[config.mk]
export PLATFORM = sky130hd
export DESIGN_NAME = hazard_ctrl
export DESIGN_NICKNAME = d
export VERILOG_FILES = /design/src/rtl/mips_pkg.sv /design/src/rtl/hazard_detect.sv /design/src/rtl/hazard_ctrl.sv
export SDC_FILE = /design/constraint.sdc
export NUM_CORES = 1
export LEC_CHECK = 0
export BUFFER_PORTS_ARGS = -buffer_cell sky130_fd_sc_hd__buf_4
export CAP_MARGIN = 20
export CORE_UTILIZATION = 50
export CTS_BUF_LIST = sky130_fd_sc_hd__clkbuf_4
export DETAILED_ROUTE_END_ITERATION = 6
export HOLD_SLACK_MARGIN = 0.12
export PLACE_DENSITY_LB_ADDON = 0.25
export SYNTH_ARGS = -nofsm -noshare
export SYNTH_HDL_FRONTEND = slang
export SYNTH_HIERARCHICAL = 1
export SYNTH_SLANG_ARGS = --single-unit
[constraint.sdc]
create_clock -name clk -period 2.3 [get_ports clk]
set_clock_uncertainty 0.1 [all_clocks]
set_input_delay 0 -clock clk [delete_from_list [all_inputs] [get_ports clk]]
set_output_delay 0 -clock clk [all_outputs]
set_load 0.1 [all_outputs]
[src/rtl/mips_pkg.sv]
// Shared types and constants for the 5-stage MIPS core control logic.
// Holds the hazard controller FSM state encoding and a register-match helper.
package mips_pkg;

  typedef enum logic [1:0] {
    StRun,
    StDrain,
    StHalted
  } state_e;

  localparam logic [4:0] REG_ZERO = 5'd0;

  // r0 is hard-wired to zero, so a write to it never creates a dependency.
  function automatic logic reg_match(
    input logic [4:0] r,
    input logic [4:0] rs,
    input logic [4:0] rt,
    input logic       uses_rs,
    input logic       uses_rt
  );
    return (r != REG_ZERO) && ((uses_rs && (r == rs)) || (uses_rt && (r == rt)));
  endfunction

endpackage

[src/rtl/hazard_detect.sv]
// Combinational load-use and branch-operand hazard detection for the ID stage.
// Produces the raw stall request; the caller decides when it applies.
module hazard_detect
  import mips_pkg::*;
(
  input  logic [4:0] ifid_rs,
  input  logic [4:0] ifid_rt,
  input  logic       uses_rs,
  input  logic       uses_rt,
  input  logic       id_branch,
  input  logic       idex_mem_read,
  input  logic       idex_reg_write,
  input  logic [4:0] idex_wr_reg,
  input  logic       exmem_mem_read,
  input  logic [4:0] exmem_wr_reg,
  output logic       load_use,
  output logic       br_haz,
  output logic       stall
);

  logic ex_match;
  logic mem_match;

  always_comb begin
    ex_match  = reg_match(idex_wr_reg, ifid_rs, ifid_rt, uses_rs, uses_rt);
    mem_match = reg_match(exmem_wr_reg, ifid_rs, ifid_rt, uses_rs, uses_rt);
    load_use  = idex_mem_read && ex_match;
    // Branches resolve in ID, so an ALU result still in EX or a load still in MEM is too late.
    br_haz    = id_branch && ((idex_reg_write && ex_match) || (exmem_mem_read && mem_match));
    stall     = load_use || br_haz;
  end

endmodule

[src/rtl/hazard_ctrl.sv]
// Pipeline hazard and halt controller: stall/flush control, HALT drain sequencing
// and a saturating hazard-stall counter. State updates on the falling clock edge.
module hazard_ctrl
  import mips_pkg::*;
#(
  parameter int unsigned CNT_W     = 16,
  parameter int unsigned DRAIN_MAX = 8
) (
  input  logic             clk,
  input  logic             rst,
  input  logic [4:0]       i_IFID_rs,
  input  logic [4:0]       i_IFID_rt,
  input  logic             i_Uses_rs,
  input  logic             i_Uses_rt,
  input  logic             i_ID_Branch,
  input  logic             i_Take_Branch,
  input  logic             i_ID_Halt,
  input  logic             i_IDEX_MemRead,
  input  logic             i_IDEX_RegWrite,
  input  logic [4:0]       i_IDEX_WrReg,
  input  logic             i_EXMEM_MemRead,
  input  logic [4:0]       i_EXMEM_WrReg,
  input  logic             i_WB_Halt,
  output logic             o_PC_Write,
  output logic             o_IFID_Write,
  output logic             o_IFID_Flush,
  output logic             o_IDEX_Stall,
  output logic             o_Halted,
  output logic             o_Drain_Err,
  output logic [CNT_W-1:0] o_Stall_Count
);

  localparam int unsigned       DrainW    = $clog2(DRAIN_MAX + 1);
  localparam logic [DrainW-1:0] DrainLast = DrainW'(DRAIN_MAX - 1);
  localparam logic [CNT_W-1:0]  CntMax    = {CNT_W{1'b1}};

  state_e            state_q, state_d;
  logic [DrainW-1:0] drain_cnt_q, drain_cnt_d;
  logic [CNT_W-1:0]  stall_cnt_q, stall_cnt_d;
  logic              drain_err_q, drain_err_d;

  logic load_use;
  logic br_haz;
  logic haz_stall;

  hazard_detect u_hazard_detect (
    .ifid_rs       (i_IFID_rs),
    .ifid_rt       (i_IFID_rt),
    .uses_rs       (i_Uses_rs),
    .uses_rt       (i_Uses_rt),
    .id_branch     (i_ID_Branch),
    .idex_mem_read (i_IDEX_MemRead),
    .idex_reg_write(i_IDEX_RegWrite),
    .idex_wr_reg   (i_IDEX_WrReg),
    .exmem_mem_read(i_EXMEM_MemRead),
    .exmem_wr_reg  (i_EXMEM_WrReg),
    .load_use      (load_use),
    .br_haz        (br_haz),
    .stall         (haz_stall)
  );

  always_comb begin
    state_d      = state_q;
    drain_cnt_d  = drain_cnt_q;
    stall_cnt_d  = stall_cnt_q;
    drain_err_d  = drain_err_q;
    o_PC_Write   = 1'b0;
    o_IFID_Write = 1'b0;
    o_IFID_Flush = 1'b0;
    o_IDEX_Stall = 1'b0;

    unique case (state_q)
      StRun: begin
        if (haz_stall) begin
          o_IDEX_Stall = 1'b1;
          if (stall_cnt_q != CntMax) begin
            stall_cnt_d = stall_cnt_q + 1'b1;
          end
        end else if (i_ID_Halt) begin
          // HALT moves on into EX; the fetched instruction behind it is squashed.
          o_IFID_Write = 1'b1;
          o_IFID_Flush = 1'b1;
          drain_cnt_d  = '0;
          state_d      = StDrain;
        end else begin
          o_PC_Write   = 1'b1;
          o_IFID_Write = 1'b1;
          o_IFID_Flush = i_Take_Branch;
        end
      end
      StDrain: begin
        o_IDEX_Stall = 1'b1;
        drain_cnt_d  = drain_cnt_q + 1'b1;
        if (i_WB_Halt) begin
          state_d = StHalted;
        end else if (drain_cnt_q == DrainLast) begin
          state_d     = StHalted;
          drain_err_d = 1'b1;
        end
      end
      StHalted: begin
        o_IDEX_Stall = 1'b1;
      end
      default: begin
        state_d = StRun;
      end
    endcase

    // Reset quiesces every pipeline enable regardless of state.
    if (rst) begin
      o_PC_Write   = 1'b0;
      o_IFID_Write = 1'b0;
      o_IFID_Flush = 1'b0;
      o_IDEX_Stall = 1'b0;
    end
  end

  always_ff @(negedge clk) begin
    if (rst) begin
      state_q     <= StRun;
      drain_cnt_q <= '0;
      stall_cnt_q <= '0;
      drain_err_q <= 1'b0;
    end else begin
      state_q     <= state_d;
      drain_cnt_q <= drain_cnt_d;
      stall_cnt_q <= stall_cnt_d;
      drain_err_q <= drain_err_d;
    end
  end

  assign o_Halted      = (state_q == StHalted);
  assign o_Drain_Err   = drain_err_q;
  assign o_Stall_Count = stall_cnt_q;

endmodule

==> out/results.tsv, run 1 <==
stage	metric	value	unit
synthesis	yosys_warnings	6	
timing	worst-ep-kind	sequential cell input	
clock_tree	clockBufferDepth	2	
placed_design	place_congestion	0.864	
synthesis	synth_nets	223	
synthesis	synthesis.area	0.00153	mm²
floorplanning	dieHeight	57.3	µm
clock_tree	cts_htree_levels	1	
clock_tree	cts_hold_buf	0	
timing	worst_endpoint	drain_cnt_q[1]$_SDFFE_NP0P_/D	
floorplanning	ios	53	
outcome	stop_stage	global routing	
grt	grt_max_degree	26	
placed_design	port-buffer-count	52	
floorplanning	die_x	57.3	µm
synthesis	syn_inst	185	
clock_tree	cts_buffers	3	
placed_design	dp_hpwl	3230	µm
synthesis	syn_area_per_cell	8.27	µm²
outcome	tool.error	[ERROR DPL-0038] Utilization greater than 100%, impossible to legalize	
clock_tree	clockRootBuffer	clkbuf_4	
outcome	outcome	did not finish	
floorplanning	num_rows	19	
placed_design	place_ws	-1.07	ns
floorplanning	initial_core_util	0.541	
[per-stage QoR]
step | instances | hold slack [ns] | instance area [µm²] | util | TNS [ns]
after floorplan | 185 | 0.000697 | 1600 | - | -18.83
after CTS | 323 | 0.221 | 2700 | 0.955 | -12.88
after global placement | 292 | 0.275 | 2220 | 0.783 | -21.12
after detailed placement | 292 | 0.277 | 2220 | 0.783 | -21.99
[timing repair]
item	4_1_cts
endpoints found under the setup margin	43
setup buffers	6
gates cloned	0
gates resized for setup	81
pin swaps	30
==> run 2, diff against run 1 <==
- CORE_UTILIZATION: 50 -> 35
- CTS_BUF_LIST: sky130_fd_sc_hd__clkbuf_4 -> not set
- HOLD_SLACK_MARGIN: 0.12 -> not set
- PLACE_DENSITY_LB_ADDON: 0.25 -> 0.15
==> run 2 against run 1 <==
The flow now finishes, with violations (negative setup slack). Area after synthesis is the same. Synthesized cell count is the same.
==> out/results.tsv, run 2 <==
stage	metric	value	unit	change
outcome	outcome	finished, violations left		
outcome	violations	negative setup slack		
placed_design	place_congestion	0.825		-4.6%
placed_design	dp_hpwl	3250	µm	+0.48%
clock_tree	cts.sinks	23		
clock_tree	cts_tree	built		
placed_design	dpl.cell_count	309		+5.8%
floorplanning	core-area	0.00409	mm²	
critical_path	critPathMaxFanout	5		
cells_and_area	final_common_cell	buf_4		
clock_tree	clockBufferDepth	2		unchanged
drt	drc	0		
critical_path	critPathTopFamily	compound AO/OA/AOI/OAI gates		
critical_path	crit_path_max_incr_delay	0.53	ns	
critical_path	cp_cell_sequence	buf_6 > or4_4 > o211ai_1 > o22a_2 > o22ai_4 > buf_4 > nand3b_1 > a22o_1 > a21oi_2 > nor2_1		
critical_path	cp-end-kind	flip-flop		
clock_tree	cts_hold_buf	0		unchanged
drt	firstDrtPassIters	4		
clock_tree	cts_htree_levels	1		unchanged
power_and_ir_drop	finalPower	1920	µW	
min_path	min_path_type	primary input to output port		
critical_path	crit_arrival	1.88	ns	
grt	first_global_vias	1824		
synthesis	synthesis.area	0.00153	mm²	unchanged
clock_tree	insertion_delay	0.35	ns	
synthesis	synth_nets	223		unchanged
floorplanning	ios	53		unchanged
clock_tree	clockRootBuffer	clkbuf_8		
drt	antenna_left	0		
drt	vias	1796		
cells_and_area	register_area	473	µm²	
critical_path	crit_required	1.27	ns	
placed_design	place_ws	-1.08	ns	-0.0188 ns
synthesis	syn_area_per_cell	8.27	µm²	unchanged
floorplanning	die_x	68.1	µm	+19%
floorplanning	initial_core_util	0.374		-0.166
clock_tree	clkTransAtPathRegs	0.04	ns	
grt	grt_max_degree	26		
clock_tree	cts_buffers	3		unchanged
critical_path	startpoint_type	primary input		
grt	grt_pass1_wl	7830	µm	
grt	track_usage	0.220		
power_and_ir_drop	cellLeakagePower	0.00114	µW	
power_and_ir_drop	power_density	693	mW/mm²	
job	cap_viol_max_count	0		
cells_and_area	nets	332		
timing	rsz0062_at_grt	yes		
drt	avgViaCountPerCell	5.24		
floorplanning	die_area	0.00464	mm²	
drt	routedWlPerCell	14.0	µm	
floorplanning	num_rows	23		+4
placed_design	port-buffer-count	52		unchanged
floorplanning	dieHeight	68.1	µm	+19%
synthesis	syn_inst	185		unchanged
timing	tightest_slew	0.600	ns	
grt	overflow	0		
cells_and_area	finalNonFillerCells	343		
timing	fin_ws	-0.613	ns	
cells_and_area	final_cell_mix	buf_4, inv_1, buf_6, a21oi_1, dfxtp_1		
critical_path	cpMaxStageDelayCell	or4_4		
cells_and_area	area_growth	80.6	%	
timing	setup_violations	27		
cells_and_area	final_layout_size_suffix_gt1_frac	0.444		
grt	antenna_found_initial	0		
drt	wl	4810	µm	
cells_and_area	nFillCells	331		
power_and_ir_drop	ir_drop	0.000349	V	
synthesis	yosys_warnings	6		unchanged
cells_and_area	antenna_cells	0		
cells_and_area	largest_reg_flops	16		
timing	slew-limit-headroom	0.597		
critical_path	cp_num_buf_inv	2		
critical_path	rrSetupSlack	0.21	ns	
timing	slew_viol_final	0		
drt	drt_iter0_drc	52		
timing	hold_viol_final	0		
cells_and_area	multiInputGateArea	0.00122	mm²	
critical_path	path_class	primary input to flip-flop		
## run 2: layout make-up
class,count,share of cell area
clock buffers,3,0.0149
flip-flops and latches,23,0.171
clock inverters,24,0.0326
multi-input cells,149,0.443
inverters,7,0.00951
repair buffers,87,0.306
well taps,50,0.0226
## run 2: per-stage QoR
| step | instance area [µm²] | hold slack [ns] | utilization | setup TNS, ns |
|---|---|---|---|---|
| global placement | 2220 | 0.341 | 0.544 | -21.87 |
| CTS | 2660 | 0.277 | 0.652 | -13.47 |
| floorplan | 1600 | 0.000697 | - | -18.83 |
| finish | 2760 | 0.286 | 0.676 | -13.98 |
| detailed placement | 2220 | 0.342 | 0.544 | -22.08 |
| global route | 2760 | 0.292 | 0.676 | -16.44 |
## run 2: power breakdown
group / switching [µW] / internal, µW / leakage, µW
combinational: 573 / 485 / 0.000797
clock: 240 / 172 / 0.000149
sequential: 18.9 / 426 / 0.000191
## run 2: what timing repair did
item / CTS / global route
setup endpoints to repair: 38 / 40
gates resized for setup: 57 / 26
cloned: 1 / 0
pin swaps: 33 / 8
setup buffers: 6 / 2
## run 2: per-layer routing
metal	track usage	vias up	wire, µm
met5	0	-	0
met2	0.397	32	2630
met4	0.112	0	93
met3	0.0467	12	126
met1	0.239	846	1970
li1	-	906	-
## run 2: worst register-to-register path, cell delays in order, from the launching register on
cell,delay (ns)
dfxtp_1,0.44
nand4_2,0.25
or3_1,0.53
or4_1,0.54
a21oi_1,0.14
## run 2: path summary, 6_finish.rpt
| path | start | endpoint | cells past startpoint |
|---|---|---|---|
| max reg2reg | o_Stall_Count[6] | o_Stall_Count[15] | 4 |
| min reg2reg | o_Drain_Err | o_Drain_Err | 2 |
| max | i_IDEX_WrReg[1] | drain_cnt_q[3] | 10 |
| min | i_Take_Branch | o_IFID_Flush | 3 |
No activity file was read; power rests on OpenSTA's default activity.
==> run 3, diff against run 2 <==
- clock period: 2.3 -> 3.2 ns (I/O delays scaled with it)
==> run 3 against run 2 <==
The flow still finishes with violations (negative setup slack). Cell count shrank 2.3%. Die area unchanged. First-iteration DRC count is 52% lower. Register-to-register slack better by 0.95 ns. Critical endpoint is now o_Stall_Count[10].
==> out/results.tsv, run 3 (same netlist as run 2, synthesis figures left out) <==
stage	metric	value	unit	change
grt	grt_pass1_wl	7460	µm	-4.8%
clock_tree	cts_buffers	3		unchanged
power_and_ir_drop	combPwrFrac	0.525		-0.028
clock_tree	cts.sinks	23		unchanged
timing	slew-limit-headroom	0.572		-0.0253
drt	routedWlPerCell	13.7	µm	-2.5%
cells_and_area	nFillCells	363		+9.7%
grt	first_global_vias	1684		-7.7%
critical_path	cp_cell_sequence	buf_6 > xor2_1 > nor4_2 > a32oi_1 > o22ai_4 > and2_4 > buf_4 > o2111ai_4 > or3_1 > a21oi_1		
floorplanning	num_rows	23		unchanged
critical_path	critPathMaxFanout	5		unchanged
power_and_ir_drop	cellLeakagePower	0.00106	µW	-7.0%
critical_path	startpoint	i_IFID_rt[1]		
job	cap_viol_max_count	0		unchanged
placed_design	port-buffer-count	52		unchanged
power_and_ir_drop	power_density	515	mW/mm²	-26%
drt	avgViaCountPerCell	5.16		-1.5%
critical_path	path_class	primary input to flip-flop		
clock_tree	clockRootBuffer	clkbuf_8		
power_and_ir_drop	netSwitchingPower	587	µW	-29%
timing	fin_ws	-0.174	ns	+0.439 ns
floorplanning	initial_core_util	0.374		unchanged
power_and_ir_drop	seqPwrFrac	0.247		+0.015
floorplanning	dieHeight	68.1	µm	unchanged
timing	hold_viol_final	0		unchanged
drt	drc	0		unchanged
drt	drt_iter0_drc	25		-52%
cells_and_area	final_common_cell	buf_4		
cells_and_area	finalNonFillerCells	335		-2.3%
power_and_ir_drop	clkPwrFrac	0.229		+0.014
clock_tree	clockBufferDepth	2		unchanged
floorplanning	die_x	68.1	µm	unchanged
timing	setup_violations	22		-19%
clock_tree	insertion_delay	0.34	ns	about the same
critical_path	crit_arrival	1.94	ns	+0.06 ns
grt	grt_max_degree	26		unchanged
cells_and_area	fin_util	0.620		-0.0560
cells_and_area	largest_reg_flops	16		unchanged
power_and_ir_drop	ir_drop	0.000248	V	-29%
grt	overflow	0		unchanged
outcome	violations	negative setup slack		
floorplanning	ios	53		unchanged
drt	wl	4580	µm	-4.7%
drt	antenna_left	0		unchanged
timing	finalSetupTns	-2.47	ns	+11.51 ns
cells_and_area	antenna_cells	0		unchanged
outcome	outcome	finished, violations left		
floorplanning	core-area	0.00409	mm²	unchanged
clock_tree	clkTransAtPathRegs	0.03	ns	about the same
drt	firstDrtPassIters	4		unchanged
timing	rsz0062_at_grt	yes		
placed_design	dp_hpwl	3150	µm	-3.1%
cells_and_area	final_layout_size_suffix_gt1_frac	0.389		-0.0542
critical_path	cpMaxStageDelayCell	or3_1		
cells_and_area	area_growth	65.7	%	
critical_path	cp-end-kind	flip-flop		
critical_path	setup.worst_path.end	o_Stall_Count[10]		
grt	antenna_found_initial	0		unchanged
timing	tightest_slew	0.637	ns	+0.0377 ns
critical_path	r2r-start	o_Stall_Count[0]		
critical_path	crit_path_max_incr_delay	0.33	ns	-0.20 ns
power_and_ir_drop	internal_power	718	µW	-34%
min_path	min_path_type	primary input to output port		
clock_tree	cts_tree	built		
placed_design	dpl.cell_count	299		-3.2%
cells_and_area	final_cell_mix	buf_4, inv_1, dfxtp_1, a21oi_1, xnor2_1		
critical_path	crit_required	1.77	ns	+0.50 ns
floorplanning	die_area	0.00464	mm²	unchanged
power_and_ir_drop	finalPower	1300	µW	-32%
clock_tree	cts_htree_levels	1		unchanged
critical_path	rrSetupSlack	1.16	ns	+0.95 ns
placed_design	place_ws	-0.684	ns	+0.400 ns
critical_path	startpoint_type	primary input		
grt	track_usage	0.210		-0.0102
placed_design	place_congestion	0.819		-0.73%
drt	vias	1728		-3.8%
critical_path	r2r_cells	6		+2
cells_and_area	nets	324		-2.4%
critical_path	r2r-end	o_Stall_Count[1]		
timing	slew_viol_final	0		unchanged
power_and_ir_drop	netSwitchingFraction	0.450		+0.0154
-- run 3: final cells by class --
type	instances	area [µm²]	area share
sequential	23	462	0.182
clock inverter	24	95.1	0.0375
timing repair buffer	80	664	0.262
multi-input combinational	148	1180	0.467
tap	50	62.6	0.0247
inverter	7	26.3	0.0104
clock buffer	3	41.3	0.0163
-- run 3: worst min path at each step --
stage / end / depth (start not counted) / startpoint / slack, ns
2_1_floorplan: o_PC_Write / 1 / i_ID_Halt / 0.0007
3_3_place_gp: o_PC_Write / 3 / i_ID_Halt / 0.28
3_5_place_dp: o_PC_Write / 3 / i_ID_Halt / 0.28
4_1_cts: o_PC_Write / 3 / i_ID_Halt / 0.24
5_1_grt: o_PC_Write / 3 / i_ID_Halt / 0.25
6_report: o_PC_Write / 3 / i_ID_Halt / 0.24
-- run 3: critical path: cells and delay by family --
kind | cells | cell delay, ns
XOR/XNOR | 1 | 0.17
buffers and inverters | 2 | 0.23
AO/OA/AOI/OAI | 4 | 0.69
AND/OR/NAND/NOR | 3 | 0.84
-- run 3: layer usage --
| layer | GRT usage | vias to the layer above | part of all wire |
|---|---|---|---|
| li1 | - | 882 | - |
| met1 | 0.234 | 827 | 0.45 |
| met2 | 0.385 | 17 | 0.53 |
| met3 | 0.0450 | 2 | 0.015 |
| met4 | 0.0781 | 0 | 0.0087 |
| met5 | 0 | - | 0 |
-- run 3: per-stage QoR --
stage	hold slack (ns)	area (µm²)
after CTS	0.241	2480
final	0.241	2530
after global placement	0.281	2150
after detailed placement	0.279	2150
after global routing	0.248	2530
after floorplan	0.000697	1600
-- run 3: power groups by stage --
stage | Clock [µW] | Sequential [µW] | Combinational (µW)
6_report | 298 | 322 | 685
5_1_grt | 351 | 324 | 731
4_1_cts | 319 | 322 | 648
3_5_place_dp | 45.9 | 328 | 539
3_3_place_gp | 45.9 | 328 | 542
2_1_floorplan | 45.9 | 331 | 408
-- run 3: timing repair --
item,4_1_cts,5_1_grt
pin swaps,25,5
endpoints found under the setup margin,25,26
gates resized for setup,30,7
setup buffers,7,3
hold buffers,0,0
